`config.mk`:
```
export PLATFORM = sky130hd
export DESIGN_NAME = mem_responder
export DESIGN_NICKNAME = d
export VERILOG_FILES = /design/src/rtl/mem_responder.sv
export SDC_FILE = /design/constraint.sdc
export NUM_CORES = 1
export LEC_CHECK = 0
export ABC_AREA = 1
export CAP_MARGIN = 30
export CORE_UTILIZATION = 64
export CTS_BUF_LIST = sky130_fd_sc_hd__clkbuf_8
export DETAILED_ROUTE_END_ITERATION = 6
export PLACE_DENSITY = 0.92
export SLEW_MARGIN = 25
export SYNTH_ARGS = -nofsm -noshare
export SYNTH_HDL_FRONTEND = slang
export SYNTH_SLANG_ARGS = --single-unit
```
`constraint.sdc`:
```
create_clock -name clk -period 2.7 [get_ports clk]
set_clock_uncertainty 0.15 [all_clocks]
set_input_delay 0.54 -clock clk [delete_from_list [all_inputs] [get_ports clk]]
set_output_delay 0.54 -clock clk [all_outputs]
set_load 0.02 [all_outputs]
```
`src/rtl/mem_responder.sv`:
```
// Bus target for the CPU's 8-bit multiplexed memory bus: serves a loader-filled program ROM and a data RAM.
// Ports: clk/reset (sync, active-low); bus_in/rom_ram/addr_data/bus_valid/bus_wr in; bus_out/out_valid/err out; prog_* ROM loader in.
module mem_responder #(
  parameter int ROM_DEPTH = 32,
  parameter int RAM_DEPTH = 16
) (
  input  logic       clk,
  input  logic       reset,
  input  logic [7:0] bus_in,
  input  logic       rom_ram,
  input  logic       addr_data,
  input  logic       bus_valid,
  input  logic       bus_wr,
  output logic [7:0] bus_out,
  output logic       out_valid,
  output logic       err,
  input  logic       prog_en,
  input  logic [7:0] prog_addr,
  input  logic [7:0] prog_data
);

  localparam int ROM_AW = $clog2(ROM_DEPTH);
  localparam int RAM_AW = $clog2(RAM_DEPTH);

  localparam logic [0:0] IDLE  = 1'b0;
  localparam logic [0:0] ARMED = 1'b1;

  logic [0:0] state_q, state_d;
  logic [7:0] addr_q, addr_d;
  logic       sel_q, sel_d;
  logic [7:0] bus_out_q, bus_out_d;
  logic       ov_q, ov_d;
  logic       err_q, err_d;

  logic [7:0] rom_q [ROM_DEPTH];
  logic [7:0] ram_q [RAM_DEPTH];

  logic       rom_hit, ram_hit, tgt_hit, prog_hit;
  logic [7:0] rd_byte;
  logic       ram_we, rom_we;

  // 9-bit compares so a depth of 256 still works
  assign rom_hit  = {1'b0, addr_q} < 9'(ROM_DEPTH);
  assign ram_hit  = {1'b0, addr_q} < 9'(RAM_DEPTH);
  assign prog_hit = {1'b0, prog_addr} < 9'(ROM_DEPTH);
  assign tgt_hit  = sel_q ? ram_hit : rom_hit;

  // only consumed when tgt_hit, so the truncated index is safe
  assign rd_byte = sel_q ? ram_q[addr_q[RAM_AW-1:0]]
                         : rom_q[addr_q[ROM_AW-1:0]];

  assign rom_we = reset && prog_en && prog_hit;

  always_comb begin
    state_d   = state_q;
    addr_d    = addr_q;
    sel_d     = sel_q;
    bus_out_d = bus_out_q;
    ov_d      = 1'b0;
    err_d     = err_q;
    ram_we    = 1'b0;
    if (prog_en && !prog_hit) err_d = 1'b1;
    if (bus_valid) begin
      if (addr_data) begin
        addr_d  = bus_in;
        sel_d   = rom_ram;
        state_d = ARMED;
      end else if (state_q == IDLE) begin
        err_d = 1'b1;
      end else begin
        addr_d = addr_q + 8'd1;
        if (!bus_wr) begin
          ov_d = 1'b1;
          if (tgt_hit) begin
            bus_out_d = rd_byte;
          end else begin
            bus_out_d = 8'h00;
            err_d     = 1'b1;
          end
        end else if (sel_q && ram_hit) begin
          ram_we = reset;
        end else begin
          err_d = 1'b1;
        end
      end
    end
  end

  always_ff @(posedge clk) begin
    if (!reset) begin
      state_q   <= IDLE;
      addr_q    <= 8'h00;
      sel_q     <= 1'b0;
      bus_out_q <= 8'h00;
      ov_q      <= 1'b0;
      err_q     <= 1'b0;
    end else begin
      state_q   <= state_d;
      addr_q    <= addr_d;
      sel_q     <= sel_d;
      bus_out_q <= bus_out_d;
      ov_q      <= ov_d;
      err_q     <= err_d;
    end
  end

  // array contents survive reset; reset only blocks writes
  always_ff @(posedge clk) begin
    if (rom_we) rom_q[prog_addr[ROM_AW-1:0]] <= prog_data;
    if (ram_we) ram_q[addr_q[RAM_AW-1:0]] <= bus_in;
  end

  assign bus_out   = bus_out_q;
  assign out_valid = ov_q;
  assign err       = err_q;

endmodule

```
==> results of run 1 <==
worst max path at each step:
stage	start	end	slack, ps	depth (start not counted)
3_3_place_gp	prog_addr[7]	rom_q[21][0]	-30	10
6_report	sel_q	ram_q[6][7]	250	7
3_5_place_dp	prog_addr[7]	rom_q[22][5]	-90	10
2_1_floorplan	reset	ram_q[15][0]	570	4
5_1_grt	flip-flop	bus_out[6]	170	9
4_1_cts	bus_out[0]	bus_out[0]	290	1
layout make-up:
cell class,instances,area [um^2],area share
sequential,409,12040,0.6104
multi-input combinational,1008,4288,0.2175
timing repair buffer,134,1169,0.05927
clock buffer,59,812.0,0.04118
inverter,187,705.7,0.03579
tap,341,426.7,0.02164
clock inverter,49,280.3,0.01421
power by group through the flow:
| stage | registers [W] | clock network, W | logic (W) |
|---|---|---|---|
| 2_1_floorplan | 0.00710 | 0 | 0.000705 |
| 3_3_place_gp | 0.00710 | 0 | 0.00108 |
| 3_5_place_dp | 0.00711 | 0 | 0.00113 |
| 4_1_cts | 0.00697 | 0.00463 | 0.00116 |
| 5_1_grt | 0.00697 | 0.00491 | 0.00129 |
| 6_report | 0.00697 | 0.00466 | 0.00123 |
Yosys cell counts (all sizes together):
| cell | count |
|---|---|
| nand4 | 1 |
| nor3 | 2 |
| edfxtp | 384 |
| nand2 | 545 |
| ha | 4 |
| dfxtp | 25 |
| a31oi | 1 |
| a21oi | 21 |
| nor2 | 127 |
| clkinv | 3 |
| nor4 | 1 |
| o221ai | 1 |
| inv | 184 |
| clkbuf | 20 |
| o211ai | 10 |
| xnor2 | 3 |
| o21ai | 42 |
| xor2 | 2 |
| nand3 | 248 |
| buf | 65 |
metal layers:
layer | vias to the layer above | routed length, um | track usage
li1 | 5812 | - | -
met1 | 6133 | 15850 | 0.4466
met2 | 1460 | 21720 | 0.5364
met3 | 347 | 7584 | 0.1064
met4 | 0 | 3061 | 0.2102
met5 | - | 0 | 0
through the flow:
stage	utilization	hold WS [ps]
after detailed placement	0.6911	334.8
after global routing	0.7316	373.7
after floorplan	-	303.3
after CTS	0.7316	350.5
final	0.7316	350.2
after global placement	0.6911	316.9
flip-flops by register name, summed over array words and instances (netlist names), named ones only:
name,cells
sel_q,1
state_q,1
out_valid,1
err,1
addr_q,8
bus_out,8
rom_q,256
ram_q,128
cells by family after synthesis:
family	share of synthesized area
buffers and inverters	0.06975
AND/OR/NAND/NOR	0.2160
adder cells (fa/ha/maj)	0.002853
flip-flops	0.6858
AO/OA/AOI/OAI	0.02311
XOR/XNOR	0.002497
critical path, cell delays in order (launching register included):
cell and delay [ps]:
dfxtp_1 350, clkinv_1 320, nor4_1 390, nand3_1 170
inv_1 150, nand2_1 230, nor2_1 190, buf_4 210
==> impl_metrics.json, run 1 <==
{
  "status": "complete, but fails checks",
  "failed_checks": "DRC",
  "fp.dieW_um": 167.6,
  "grt_max_degree": 150,
  "worst-setup-path-type": "flip-flop to flip-flop",
  "diodes": 0,
  "synth_cell_types": 28,
  "dp_hpwl_um": 27900,
  "cts_resized": 0,
  "antenna_found_initial": 0,
  "p_switching_w": 0.003253,
  "crit_path_max_fanout": 10,
  "fin_tns_setup_ps": 0,
  "fill_cells": 1441,
  "root_buffer": "clkbuf_8",
  "rr_endpoint": "ram_q[6][7]",
  "grt_pass1_wl_um": 73680,
  "final_cells": 2187,
  "hold_start": "state_q",
  "drive_gt1_frac": 0.09426,
  "seq_area_frac_synth": 0.6858,
  "cp-end-kind": "flip-flop",
  "drt-initial-drc-count": 2734,
  "routed_wl_um": 48220,
  "grt_pass1_vias": 13500,
  "drcViolationCount": 1,
  "rows": 60,
  "placed_area_mm2": 0.01863,
  "regToRegSetupSlack_ps": 250,
  "final_common_cell": "nand2_1",
  "finalCriticalPeriod_ps": 2449,
  "synth.top_cell.area_share": 0.6573,
  "power_density_mw_per_mm2": 652.0,
  "power.total_w": 0.01286,
  "syn_area_mm2": 0.01754,
  "r2r-start": "sel_q",
  "yosysTopAreaCell": "edfxtp_1",
  "port_buffers": 40,
  "ys_seq_elements": 409,
  "clock_sinks": 409,
  "fin_nets": 1833,
  "synth_area_leaders": "edfxtp_1 66%, nand2_1 12%, nand3_1 7.1%, inv_1 3.8%, dfxtp_1 2.9%",
  "pre_cts_slack_ps": -93.56,
  "netlist_instances": 1689,
  "floorplan.initialDensity": 0.6509,
  "hold_violations": 0,
  "htreeDepth": 2,
  "critical_path_arrival_ps": 2610,
  "pwr-share-comb": 0.095,
  "fin_ws_ps": 251.3,
  "max_slew_margin": 0.2965,
  "gp_congestion": 0.9376,
  "reg2reg_depth": 7,
  "tightest_slew_ps": 1054,
  "final_cell_mix": "544 x nand2_1, 384 x edfxtp_1, 248 x nand3_1, 198 x inv_1, 127 x nor2_1",
  "hold_buffers": 0,
  "syn_avg_cell_area_um2": 10.39,
  "post-cts-setup-buffers": 0,
  "setup_viol": 0,
  "cts_tree": "built",
  "dp_cells": 2079,
  "core-area_mm2": 0.02695,
  "via_count": 13750,
  "intPower_w": 0.009604,
  "crit_path_start_kind": "flip-flop",
  "final_area_mm2": 0.01972,
  "clk_pin_slew_ps": 70,
  "yosysWarnings": 0,
  "swShare": 0.2530,
  "holdPathEnd": "state_q",
  "grt.overflow.total": 0,
  "final_max_slew_viol_count": 0,
  "first_pass_iters": 7,
  "die_h_um": 167.6,
  "hold_path_depth": 2,
  "clk_path_buf_depth": 3,
  "min_path_type": "flip-flop to flip-flop",
  "viasPerCell": 6.288,
  "num_io_pins": 41,
  "clock_latency_ps": 630,
  "max_freq_ghz": 0.4084,
  "p_leak_nw": 8.043,
  "cap_violations": 0,
  "rsz0062_at_grt": "no",
  "irDropWorstVdd_mv": 0.5648,
  "postRouteAntennaNets": 0,
  "finalCritPeriodShare": 0.9069,
  "p_clk_frac": 0.362,
  "die-area_mm2": 0.02808,
  "crit_required_ps": 2870,
  "area_delta_synth_final_pct": 12.40,
  "seq_power_share": 0.542,
  "cts_buffers": 58,
  "grtUsageTotal": 0.3514,
  "synth_fp_nets": 1724,
  "wl_per_cell_um": 22.05
}
(Power assumes the default switching activity.)
==> inputs of run 2 (changes only) <==
CELL_PAD_IN_SITES_DETAIL_PLACEMENT = 1   (was not set)
CELL_PAD_IN_SITES_GLOBAL_PLACEMENT = 1   (was not set)
CORE_UTILIZATION = 51   (was 64)
PLACE_DENSITY = 0.91   (was 0.92)
==> run 2 against run 1 <==
Against the previous run:
- the run now ends clean
- global-route usage grew 1.6 points
- core utilization shrank 14 points
- cell count grew 5.3%
- sequential power is essentially flat
- cell area grew 1.5%
- worst hold slack gained 6.7 ps
- combinational power grew 7%
- power grew 6.2%
- sequential share of layout area shrank 0.89 points
- wire length grew 33%
==> impl_metrics.json, run 2 (synthesized netlist as in run 1, its figures left out) <==
{
  "tightest_slew_ps": 920.0,
  "max_slew_margin": 0.3860,
  "hold_buffers": 0,
  "gp_congestion": 0.8672,
  "max_freq_ghz": 0.3870,
  "fin_tns_setup_ps": 0,
  "worst-setup-path-type": "flip-flop to flip-flop",
  "root_buffer": "clkbuf_8",
  "hold_path_depth": 2,
  "cts_buffers": 66,
  "final_common_cell": "nand2_1",
  "rr_endpoint": "bus_out[3]",
  "grt_pass1_wl_um": 95060,
  "clock_sinks": 409,
  "final_max_slew_viol_count": 0,
  "finalCritPeriodShare": 0.9571,
  "drive_gt1_frac": 0.1035,
  "floorplan.initialDensity": 0.5206,
  "p_leak_nw": 8.124,
  "clk_pin_slew_ps": 70,
  "port_buffers": 40,
  "viasPerCell": 6.241,
  "core-area_mm2": 0.03370,
  "fp.dieW_um": 187.5,
  "via_count": 14380,
  "clk_path_buf_depth": 3,
  "grtUsageTotal": 0.3678,
  "dp_hpwl_um": 35570,
  "grt_pass1_vias": 15340,
  "first_pass_iters": 6,
  "min_path_type": "flip-flop to flip-flop",
  "htreeDepth": 3,
  "hold_start": "state_q",
  "critical_path_arrival_ps": 2990,
  "finalCriticalPeriod_ps": 2584,
  "wl_per_cell_um": 27.78,
  "fin_nets": 1841,
  "crit_required_ps": 3110,
  "holdPathEnd": "state_q",
  "regToRegSetupSlack_ps": 120,
  "status": "finished clean",
  "rows": 67,
  "cap_violations": 0,
  "hold_violations": 0,
  "cts_tree": "built",
  "grt_max_degree": 126,
  "cp-end-kind": "flip-flop",
  "power.total_w": 0.01365,
  "drcViolationCount": 0,
  "crit_path_max_fanout": 39,
  "area_delta_synth_final_pct": 14.08,
  "irDropWorstVdd_mv": 0.4496,
  "setup_viol": 0,
  "grt.overflow.total": 0,
  "postRouteAntennaNets": 0,
  "die-area_mm2": 0.03514,
  "power_density_mw_per_mm2": 682.0,
  "reg2reg_depth": 12,
  "largest_register_ffs": 256,
  "routed_wl_um": 64010,
  "rsz0062_at_grt": "no",
  "crit_path_start_kind": "flip-flop",
  "clock_latency_ps": 620,
  "antenna_found_initial": 2,
  "final_cell_mix": "544 x nand2_1, 384 x edfxtp_1, 248 x nand3_1, 196 x inv_1, 127 x nor2_1",
  "drt-initial-drc-count": 1999,
  "die_h_um": 187.5,
  "num_io_pins": 41
}
run 2: changes by cell type in the layout (fill, tap and decap cells not counted), sizes merged:
cell      delta
clkbuf      +13
clkinv       -2
inv          -2
bufinv       -1
clkinvlp     +1
diode        +1
run 2: routing by layer:
layer | global-route usage | share of wire | wire length (um)
met2 | 0.5871 | 0.47 | 30050
met3 | 0.08687 | 0.12 | 7447
met1 | 0.4514 | 0.35 | 22240
met5 | 0 | 0 | 0
met4 | 0.2358 | 0.067 | 4268
run 2: metrics by stage:
step           cells  cell area (um^2)  utilization  setup slack [ps]  hold slack (ps)
3_3_place_gp    2186             18770       0.5570             2.256            304.8
2_1_floorplan   1689             17540            -             572.4            303.3
4_1_cts         2303             20010       0.5937             157.0            358.9
3_5_place_dp    2186             18770       0.5570            -169.7            324.8
5_1_grt         2303             20010       0.5938             73.51            375.3
6_report        2304             20010       0.5939             115.8            356.9
run 2: worst max-delay path by stage:
stage,from,to,slack (ps),depth (start not counted)
after floorplan,reset,ram_q[15][0],570,4
after global placement,prog_addr[7],rom_q[23][4],2,10
after detailed placement,reset,ram_q[8][5],-170,8
after CTS,flip-flop,bus_out[6],160,11
after global routing,flip-flop,bus_out[6],70,11
final,flip-flop,bus_out[3],120,12
run 2: final cells by class:
class | instances | area, um^2
clock inverter | 45 | 245.2
fill | 3621 | 13690
inverter | 187 | 705.7
antenna | 1 | 2.502
clock buffer | 72 | 991.0
sequential | 409 | 12040
multi-input combinational | 1008 | 4288
timing repair buffer | 134 | 1181
tap | 448 | 560.5
run 2: what timing repair did:
action / in CTS / in global routing
setup endpoints to repair: 0 / 1
gates resized for setup: 0 / 1
buffers inserted: 0 / 0
run 2: worst max-delay path, cell delays in order (launching register included):
cell and delay (ps):
dfxtp_4 390, inv_4 250, buf_4 460, nand2_1 180, nand2_1 150, nand2_1 70
nand3_1 140, nand3_1 130, nand3_1 160, nand2_1 110, inv_1 80, nand2_1 100
a21oi_1 140
run 2: report_power, final:
group,internal [W],switching [W],leakage [nW]
clock,0.00266,0.00269,0.709
combinational,0.000340,0.000977,3.76
sequential,0.00695,0.0000397,3.66
